`config.mk`:
```
export PLATFORM = sky130hd
export DESIGN_NAME = digital_pll_controller_param_flat
export DESIGN_NICKNAME = d
export VERILOG_FILES = /design/src/rtl/digital_pll_controller_param_if.sv /design/src/rtl/digital_pll_controller_param.sv /design/src/flat_wrapper.sv
export SDC_FILE = /design/constraint.sdc
export NUM_CORES = 1
export LEC_CHECK = 0
export BUFFER_PORTS_ARGS = -buffer_cell sky130_fd_sc_hd__buf_2
export CORE_ASPECT_RATIO = 1.5
export CORE_UTILIZATION = 40
export DETAILED_ROUTE_END_ITERATION = 12
export GPL_ROUTABILITY_DRIVEN = 1
export SLEW_MARGIN = 20
export SYNTH_ARGS = -nofsm -noshare
export SYNTH_HDL_FRONTEND = slang
export SYNTH_SLANG_ARGS = --single-unit
export TNS_END_PERCENT = 1
```
`constraint.sdc`:
```
create_clock -name clock -period 3.6 [get_ports clock]
set_input_delay 0.72 -clock clock [delete_from_list [all_inputs] [get_ports clock]]
set_output_delay 0.72 -clock clock [all_outputs]
set_load 0.005 [all_outputs]
```
`src/rtl/digital_pll_controller_param_if.sv`:
```
`default_nettype none
// ============================================================================
//  Module      : digital_pll_controller_param_if
//  Description : Bundle for the digital PLL controller. Carries the reference
//                oscillator, the enable/target controls and the trim, tval and
//                lock outputs.
//  Revision    : 1.0 - initial release
// ============================================================================
interface digital_pll_controller_param_if #(
    parameter int TRIM_W = 26,
    parameter int DIV_W  = 5,
    parameter int FRAC_W = 2
);
    localparam int TVAL_W = $clog2(TRIM_W + 1) + FRAC_W;

    logic              osc;
    logic              enable;
    logic [DIV_W-1:0]  div;
    logic [TRIM_W-1:0] trim;
    logic [TVAL_W-1:0] tval;
    logic              locked;

    // Stimulus side: drives the reference and the controls
    modport master (
        output osc,
        output enable,
        output div,
        input  trim,
        input  tval,
        input  locked
    );

    // Controller side
    modport slave (
        input  osc,
        input  enable,
        input  div,
        output trim,
        output tval,
        output locked
    );
endinterface
`default_nettype wire

```
`src/rtl/digital_pll_controller_param.sv`:
```
`default_nettype none
// ============================================================================
//  Module      : digital_pll_controller_param
//  Description : Digital PLL frequency controller. Counts DCO clocks per osc
//                period, compares the count with div and steps a fractional
//                trim accumulator (tval) down when the DCO runs fast and up
//                when it runs slow. A deadband of +/-HYST leaves tval alone
//                and counts toward lock. The integer part of tval drives a
//                thermometer-coded DCO trim word.
//  Revision    : 1.0 - initial release
// ============================================================================
module digital_pll_controller_param #(
    parameter int TRIM_W     = 26,
    parameter int DIV_W      = 5,
    parameter int CNT_W      = 8,
    parameter int FRAC_W     = 2,
    parameter int STEP       = 1,
    parameter int HYST       = 0,
    parameter int PREP_EDGES = 3,
    parameter int LOCK_N     = 4
) (
    input  logic                             clock,
    input  logic                             resetb,
    digital_pll_controller_param_if.slave    bus
);

    // ------------------------------------------------------------------------
    // Derived constants
    // ------------------------------------------------------------------------
    localparam int c_tval_w = $clog2(TRIM_W + 1) + FRAC_W;
    localparam int c_prep_w = $clog2(PREP_EDGES + 1);
    localparam int c_lock_w = $clog2(LOCK_N + 1);
    // All magnitude comparisons happen at this width so that div+HYST,
    // tval+STEP and the cap can never overflow.
    localparam int c_ew     = 32;

    localparam logic [CNT_W-1:0]    c_cnt_max   = '1;
    localparam logic [c_ew-1:0]     c_cap       = c_ew'(TRIM_W) << FRAC_W;
    localparam logic [c_ew-1:0]     c_step      = c_ew'(STEP);
    localparam logic [c_ew-1:0]     c_hyst      = c_ew'(HYST);
    localparam logic [c_prep_w-1:0] c_prep_last = c_prep_w'(PREP_EDGES);
    localparam logic [c_lock_w-1:0] c_lock_last = c_lock_w'(LOCK_N);

    // ------------------------------------------------------------------------
    // Registers and wires
    // ------------------------------------------------------------------------
    logic                r_osc_s1;
    logic                r_osc_s2;
    logic                r_osc_s3;
    logic                w_osc_rise;

    logic [CNT_W-1:0]    r_cnt;
    logic [CNT_W-1:0]    w_meas;

    logic [c_prep_w-1:0] r_prep;
    logic                w_prep_done;
    logic                w_update;

    logic [c_ew-1:0]     w_meas_e;
    logic [c_ew-1:0]     w_div_e;
    logic [c_ew-1:0]     w_tval_e;
    logic                w_too_fast;
    logic                w_too_slow;
    logic                w_in_band;
    logic [c_ew-1:0]     w_tval_dn;
    logic [c_ew-1:0]     w_tval_up;

    logic [c_tval_w-1:0] r_tval;
    logic [c_lock_w-1:0] r_lock_cnt;
    logic                r_locked;
    logic [TRIM_W-1:0]   w_trim_next;
    logic [TRIM_W-1:0]   r_trim;

    // ------------------------------------------------------------------------
    // Reference edge detection
    // ------------------------------------------------------------------------

    // Two-flop synchroniser for the asynchronous osc, plus a delay flop for
    // rising-edge detection.
    always_ff @(posedge clock or negedge resetb) begin
        if (!resetb) begin
            r_osc_s1 <= 1'b0;
            r_osc_s2 <= 1'b0;
            r_osc_s3 <= 1'b0;
        end else begin
            r_osc_s1 <= bus.osc;
            r_osc_s2 <= r_osc_s1;
            r_osc_s3 <= r_osc_s2;
        end
    end

    assign w_osc_rise = r_osc_s2 & ~r_osc_s3;

    // ------------------------------------------------------------------------
    // Period measurement
    // ------------------------------------------------------------------------

    // The measurement includes the rise cycle itself, so a period of P
    // clocks measures exactly P. Saturation keeps a stalled osc reading as
    // "very slow reference" instead of wrapping to a small value.
    assign w_meas = (r_cnt == c_cnt_max) ? c_cnt_max : r_cnt + 1'b1;

    // Clock counter: restarts on every reference edge, otherwise saturating.
    always_ff @(posedge clock or negedge resetb) begin
        if (!resetb) begin
            r_cnt <= '0;
        end else if (w_osc_rise) begin
            r_cnt <= '0;
        end else begin
            r_cnt <= w_meas;
        end
    end

    // ------------------------------------------------------------------------
    // Warm-up: the first edges after reset or re-enable only restart the
    // counter, because the period they close is not a full tracked one.
    // ------------------------------------------------------------------------
    assign w_prep_done = (r_prep == c_prep_last);
    assign w_update    = w_osc_rise & bus.enable & w_prep_done;

    // Warm-up edge counter, re-armed whenever tracking is disabled.
    always_ff @(posedge clock or negedge resetb) begin
        if (!resetb) begin
            r_prep <= '0;
        end else if (!bus.enable) begin
            r_prep <= '0;
        end else if (w_osc_rise && !w_prep_done) begin
            r_prep <= r_prep + 1'b1;
        end
    end

    // ------------------------------------------------------------------------
    // Frequency error classification
    // ------------------------------------------------------------------------
    assign w_meas_e = c_ew'(w_meas);
    assign w_div_e  = c_ew'(bus.div);
    assign w_tval_e = c_ew'(r_tval);

    // A high count means many DCO clocks per reference period: DCO too fast.
    // The lower bound only exists when div >= HYST (no unsigned underflow).
    assign w_too_fast = (w_meas_e > w_div_e + c_hyst);
    assign w_too_slow = (w_div_e >= c_hyst) && (w_meas_e < w_div_e - c_hyst);
    assign w_in_band  = ~w_too_fast & ~w_too_slow;

    // Candidate accumulator values, clamped to [0, TRIM_W << FRAC_W].
    assign w_tval_dn = (w_tval_e >= c_step) ? (w_tval_e - c_step) : '0;
    assign w_tval_up = (w_tval_e + c_step >= c_cap) ? c_cap : (w_tval_e + c_step);

    // ------------------------------------------------------------------------
    // Trim accumulator
    // ------------------------------------------------------------------------

    // Step tval once per tracked reference period, holding it inside the band
    // and whenever tracking is disabled.
    always_ff @(posedge clock or negedge resetb) begin
        if (!resetb) begin
            r_tval <= '0;
        end else if (w_update) begin
            if (w_too_fast) begin
                r_tval <= c_tval_w'(w_tval_dn);
            end else if (w_too_slow) begin
                r_tval <= c_tval_w'(w_tval_up);
            end
        end
    end

    // ------------------------------------------------------------------------
    // Lock detection
    // ------------------------------------------------------------------------

    // Count consecutive in-band periods; any correction drops lock on the
    // same edge that moves tval.
    always_ff @(posedge clock or negedge resetb) begin
        if (!resetb) begin
            r_lock_cnt <= '0;
            r_locked   <= 1'b0;
        end else if (!bus.enable) begin
            r_lock_cnt <= '0;
            r_locked   <= 1'b0;
        end else if (w_update) begin
            if (w_in_band) begin
                if (r_lock_cnt != c_lock_last) begin
                    r_lock_cnt <= r_lock_cnt + 1'b1;
                end
                if (r_lock_cnt + 1'b1 >= c_lock_last) begin
                    r_locked <= 1'b1;
                end
            end else begin
                r_lock_cnt <= '0;
                r_locked   <= 1'b0;
            end
        end
    end

    // ------------------------------------------------------------------------
    // Thermometer decode of the integer part of tval
    // ------------------------------------------------------------------------

    // Bit i is set when i is below the integer trim level.
    always_comb begin
        w_trim_next = '0;
        for (int i = 0; i < TRIM_W; i++) begin
            w_trim_next[i] = (c_ew'(i) < (w_tval_e >> FRAC_W));
        end
    end

    // Register the decoded word so the DCO sees a glitch-free trim.
    always_ff @(posedge clock or negedge resetb) begin
        if (!resetb) begin
            r_trim <= '0;
        end else begin
            r_trim <= w_trim_next;
        end
    end

    // ------------------------------------------------------------------------
    // Outputs
    // ------------------------------------------------------------------------
    assign bus.trim   = r_trim;
    assign bus.tval   = r_tval;
    assign bus.locked = r_locked;

endmodule
`default_nettype wire
```
`src/flat_wrapper.sv`:
```
// flat-port wrapper written by rule: the top's interface ports become plain ports
module digital_pll_controller_param_flat 
#(
    parameter int TRIM_W     = 26,
    parameter int DIV_W      = 5,
    parameter int CNT_W      = 8,
    parameter int FRAC_W     = 2,
    parameter int STEP       = 1,
    parameter int HYST       = 0,
    parameter int PREP_EDGES = 3,
    parameter int LOCK_N     = 4
)
  (clock, resetb, bus_osc, bus_enable, bus_div, bus_trim, bus_tval, bus_locked);
  digital_pll_controller_param_if #(.TRIM_W(TRIM_W), .DIV_W(DIV_W), .FRAC_W(FRAC_W)) bus_i ();
  input  logic clock;
  input  logic resetb;
  input wire logic [$bits(bus_i.osc)-1:0] bus_osc;
  input wire logic [$bits(bus_i.enable)-1:0] bus_enable;
  input wire logic [$bits(bus_i.div)-1:0] bus_div;
  output wire logic [$bits(bus_i.trim)-1:0] bus_trim;
  output wire logic [$bits(bus_i.tval)-1:0] bus_tval;
  output wire logic [$bits(bus_i.locked)-1:0] bus_locked;
  assign bus_i.osc = bus_osc;
  assign bus_i.enable = bus_enable;
  assign bus_i.div = bus_div;
  assign bus_trim = bus_i.trim;
  assign bus_tval = bus_i.tval;
  assign bus_locked = bus_i.locked;
  digital_pll_controller_param #(.TRIM_W(TRIM_W), .DIV_W(DIV_W), .CNT_W(CNT_W), .FRAC_W(FRAC_W), .STEP(STEP), .HYST(HYST), .PREP_EDGES(PREP_EDGES), .LOCK_N(LOCK_N)) u_core (.clock(clock), .resetb(resetb), .bus(bus_i));
endmodule
```
# ---- Word level (Yosys, flattened, before mapping)
# Index checks and enable logic that the tools add are counted.
dict set report op_classes {
  reduce_logical 7
  n_lt_le_gt_ge 32
  n_mux 16
  eq_ne 7
  n_bitwise 7
  addsub 5
}
# operator count
set ops {}
lappend ops {{$lt 5x5->1 const A} 10}
lappend ops {{$lt 4x5->1 const A} 8}
lappend ops {{$mux 7} 4}
lappend ops {{$lt 3x5->1 const A} 4}
lappend ops {{$mux 8} 2}
lappend ops {{$mux 3} 4}
lappend ops {{$lt 1x5->1 const A} 2}
lappend ops {{$lt 2x5->1 const A} 2}
lappend ops {{$ne 3x3->1 const B} 3}
lappend ops {{$add 7x1->8 const B} 1}
lappend ops {{$add 8x1->8 const B} 1}
lappend ops {{$eq 8x8->1 const B} 1}
lappend ops {{$ge 8x7->1 const B} 1}
lappend ops {{$gt 8x5->1} 1}
lappend ops {{$lt 8x5->1} 1}
lappend ops {{$ge 7x1->1 const B} 1}
lappend ops {{$sub 7x1->7 const B} 1}
lappend ops {{$reduce_and 2->1} 3}
lappend ops {{$ge 5x1->1 const B} 1}
lappend ops {{$and 1x1->1} 4}
lappend ops {{$mux 1} 4}
lappend ops {{$mux 2} 2}
lappend ops {{$ne 2x1->1 const B} 2}
lappend ops {{$add 3x1->3 const B} 1}
lappend ops {{7 further kinds} 10}
dict set report word_totals {
  out_inout_bits 34
  reg_bits 50
  elab_cells 83
  input_bits 9
}

# ---- Depth between registers and ports, before layout
dict set report logic_depth {
  depth_word 9
  mapped_depth 14
  ltp_nobuf 13
}

# ---- Worst setup path before layout
# No wires, ideal clock.
dict set report synth_timing {
  path_type {reg2reg}
  startpoint {register u_core.r_cnt[0]}
  endpoint {register u_core.r_tval[3], in the netlist u_core.bus.tval[3]}
  n_path_buf 1
  required_ps 3478
  slack_ps 773
  synth_period_minus_slack_ps 2827
  setup_time_ps 122
  stages_incl_launch_ff 15
  t_arrival_ps 2705
  path_cell_list {dfrtp_1 -> ha_1 -> and3_1 -> and3_1 -> nand3_1 -> o21a_1 -> inv_1 -> ha_1 -> and3_1 -> nand4_1 -> a32oi_1 -> and3_1 -> buf_4 -> nand2b_1 -> a32o_1}
}
dict set report synth_between {
  elab_chain_len 6
  elab_cells_between_ends 9
  classes_between {1 x add/sub; 2 x order compare; 1 x eq/ne; 2 x mux; 3 x reduce/logical}
}
# item line_no
set synth_rtl {}
lappend synth_rtl {{from (decl)} digital_pll_controller_param.sv:52} ;# logic [CNT_W-1:0] r_cnt;
lappend synth_rtl {{from (signal assigned)} digital_pll_controller_param.sv:110} ;# r_cnt <= w_meas;
lappend synth_rtl {{$add 8x1->8 / $eq 8x8->1 (equally long branches)} digital_pll_controller_param.sv:101} ;# assign w_meas = (r_cnt == c_cnt_max) ? c_cnt_max : r_cnt + 1'b1;
lappend synth_rtl {{$mux 8 *} digital_pll_controller_param.sv:101}
lappend synth_rtl {{$lt 8x5->1} digital_pll_controller_param.sv:142} ;# assign w_too_slow = (w_div_e >= c_hyst) && (w_meas_e < w_div_e - c_hyst);
lappend synth_rtl {{$logic_and 1x1->1} digital_pll_controller_param.sv:142}
lappend synth_rtl {{$reduce_bool 2->1 (no line)} --}
lappend synth_rtl {{$reduce_and 2->1 (no line)} --}
lappend synth_rtl {{to (signal assigned)} digital_pll_controller_param.sv:160} ;# r_tval <= c_tval_w'(w_tval_dn);
lappend synth_rtl {{to (signal assigned)} digital_pll_controller_param.sv:162} ;# r_tval <= c_tval_w'(w_tval_up);
lappend synth_rtl {{to (decl)} digital_pll_controller_param.sv:68} ;# logic [c_tval_w-1:0] r_tval;
# Every way passes the cells marked *; elsewhere a longest branch is shown, timed or not.
# A chain may end at the register's enable or synchronous reset.

# ---- Final worst setup path
dict set report layout_timing {
  startpoint {register u_core.r_cnt[0]}
  endpoint {register u_core.r_tval[4], in the netlist u_core.bus.tval[4]}
}
# The elaborated chain is that of the path after synthesis.

==> results.md <==
- Synthesized area: approximately 2600 um^2
- Synth top area share: about half
- IO buf count: 42
- Placed Cells: 364
- CTS clk-pin slew, worst paths: ~90 ps
- Post_cts resized: 0
- Slowest-stage cell, CP: dfrtp_1
- Crit Reg-Reg Startpoint: u_core.r_cnt[0]
- Root Driver: clkbuf_8
- Share of layout cells above drive strength 1: around 22%
- EDFF count, synth: 0
- First-pass GRT wire length: between 8 and 9 mm
- Synth Area in Compound Gates: between 10% and 20%
- Core Rows: 35
- Mapped Nets: 279
- Final setup margin: roughly 450 ps
- Avg Cell Area, Syn: ~10 um^2
- Worst reg-to-reg setup slack: ~450 ps
- WP data required: around 3800 ps
- Worst R2R End: u_core.bus.tval[4]
- Area after DPL: between 2000 and 3000 um^2
- Hold path depth: 0
- Tightest Hold Check Type: reg -> reg
- Post-Layout Cell Count: ~370
- Register area share after synthesis: 48.47%
- CTS tree: built
- Setup Buffers After CTS: 0
- Worst-Skew Late Latency: 310 ps
- Antenna diodes: 0
- Synth Warn #: 0
- Final Critical Period: approximately 3200 ps
- Grt total ovfl: 0
- Max-cap viol count: 0
- Count leader, synth: dfrtp_1
- Setup TNS: 0 ps
- Final ANT Viol Nets: 0
- Die Height: between 100 and 150 um
- Largest family of logic cells by synthesized area: simple AND/OR/NAND/NOR gates
- Yosys reg bits: 50
- Post-Synthesis Cells: between 200 and 300
- Final Hold Vio Count: 0
- Worst r2r path cells: 14
- Wire per inst: between 10 and 15 um
- Hold Path Origin: u_core.r_osc_s1
- P per Cell Area: 401.1 nW/um^2
- Worst-case clock skew: 7.747 ps
- Worst-path maximum fanout: 10
- DP HPWL: between 3 and 4 mm
- Clk buf depth: 2
- Post-route cell area: around 2900 um^2
- Top delay family on crit path: simple AND/OR/NAND/NOR gates
- Leak: roughly 1.5 nW
- Critical path's most frequent cell: and3_1
- Startpoint types: register
- Unique masters post-synth: 53
- Post-route DRC: 0
- Largest net degree at the start of global routing: 28
- DR iter-0 viols: 92
- Die X: a little under 70 um
- Fillers: just under 600
- Aggregate global-route resource usage: between 15 and 20%
- Area leader, netlist: dfrtp_1
- Post-synth top cells: dfrtp_1, nand2_1, nor2_1, inv_1, a21oi_1
- Hold endpoint: u_core.r_osc_s2
- Post-place setup slack: about 500 ps
- Tightest Pin Transition: 824.7 ps
- Final nets: roughly 320
- Core area: 6175 um^2
- Worst path max stage delay: 420 ps
- Post-Synth Adder-Cell Area: under 10%
- WP buf/inv: 2
- DR vias/cell: about 5.4
- Crit Path Class: reg -> reg
- Post-synthesis xor/xnor area fraction: slightly above 2%
- Worst EP arrival: 3310 ps
- Final Wtd Congestion: 0.8902
- Top-level I/O count: 43
- Num Clock Sinks: 50
- Pre-antenna DRT Iters: 5
- Main synth FF type: dfrtp_1
- Die Area: a little under 7000 um^2
- Setup violators final: 0
- Vias in the first global route: slightly below 2k
- Status: finished, final reports clean
- RSZ-0062 raised after global routing: false
- Simple logic cell fraction of the synthesized area: 20.02%
- Share of the cycle needed by the critical path after routing: just under 90%
- CTS Hold Bufs: 0
- Util after Layout: 47.32%
- Initial antenna violation count: 0
- Multiplexer share of the synthesized area: less than 1%
- H-Tree Depth: 2
- Register Area: 1251 um^2
- Via count: 2008
- CTS Buf Count: 5
- Initial Util: 41.80%
- Async S/R FF share, synth: 100.0%
- Final Max Slew Viols: 0
- Peak VDD IR: ~0.18 mV
- Fmax: 317.1 MHz
- Slew HR: ~45%
- WL final: 5.259 mm
- Element type at the critical path end: register
- Area Overhead vs Synth: 13.18%
- Synth area leaders: dfrtp_1, ha_1, a21oi_1
- Area of the multi-input gates: 1195 um^2
- CP Cell Sequence: ha_1 > and3_1 > and3_1 > nand3_1 > o21a_1 > inv_1 > ha_1 > and3_1 > nand4_1 > a32oi_1 > buf_4 > nor3_1 > a211oi_2 > a211oi_1
[cells in the final DEF, fill, tap and decap left out, drive strengths merged, types with 3 or more instances in the layout]
cell type and n:
dfrtp 50, buf 45, nand2 18, nor2 18
inv 16, a21oi 16, ha 12, nand3 10
nor2b 8, nor3 8, o21ai 8, a211oi 6
a21o 6, clkbuf 5, and3 5, and2 5
or3 5, o21a 4, xnor2 4, nand2b 4
a31oi 3, o211ai 3, o21bai 3, a22oi 3
[through the flow]
stage               power [mW]  hold WS (ps)
floorplan               0.8001         331.2
global placement        0.8581         332.0
detailed placement      0.8600         336.2
CTS                      1.190         358.3
global route             1.247         367.2
finish                   1.172         354.5
[worst max path at each step]
stage / endpoint / start / slack [ps] / cells after the start
2_1_floorplan: u_core.bus.tval[3] / u_core.r_cnt[0] / 770 / 14
4_1_cts: u_core.bus.tval[4] / u_core.r_cnt[0] / 480 / 14
3_5_place_dp: u_core.bus.tval[3] / u_core.r_cnt[0] / 510 / 13
5_1_grt: u_core.bus.tval[4] / u_core.r_cnt[0] / 180 / 14
3_3_place_gp: u_core.bus.tval[3] / u_core.r_cnt[0] / 550 / 13
6_report: u_core.bus.tval[4] / u_core.r_cnt[0] / 450 / 14
[per-layer routing]
layer  vias to the layer above  GRT usage (%)  part of all wire, %
li1                        988              -                    -
met1                       963          21.40                   45
met2                        46          27.04                   49
met3                        11          2.841                  3.7
met4                         0          8.511                  1.9
met5                         -              0                    0
[where the power goes]
group | switching [mW] | leakage, nW | total (mW) | internal (mW)
clock | 0.184 | 0.0441 | 0.321 | 0.137
sequential | 0.0258 | 0.670 | 0.608 | 0.582
combinational | 0.141 | 0.787 | 0.243 | 0.102
[kinds of logic (layout without fill, tap and decap cells)]
family / Yosys count / in the layout
flops: 50 / 50
compound gates: 66 / 66
fa+ha+maj: 12 / 12
mux: 2 / 2
simple gates: 93 / 93
xor+xnor: 6 / 6
buf+inv: 29 / 69
[final cells by class]
| class | instances | area share (%) |
|---|---|---|
| flip-flops and latches | 50 | 42.83 |
| multi-input cells | 179 | 40.90 |
| repair buffers | 45 | 7.966 |
| well taps | 74 | 3.169 |
| clock buffers | 5 | 2.355 |
| inverters | 16 | 2.056 |
| clock inverters | 3 | 0.7281 |
[registers in the layout, summed over array words and instances (netlist names)]
signal             cells
u_core.r_prep          2
u_core.bus.locked      1
u_core.r_lock_cnt      3
u_core.r_osc_s1        1
u_core.r_osc_s2        1
u_core.r_osc_s3        1
u_core.r_cnt           8
u_core.bus.tval        7
u_core.bus.trim       26
Note: power is estimated with default switching activity, not from simulation.
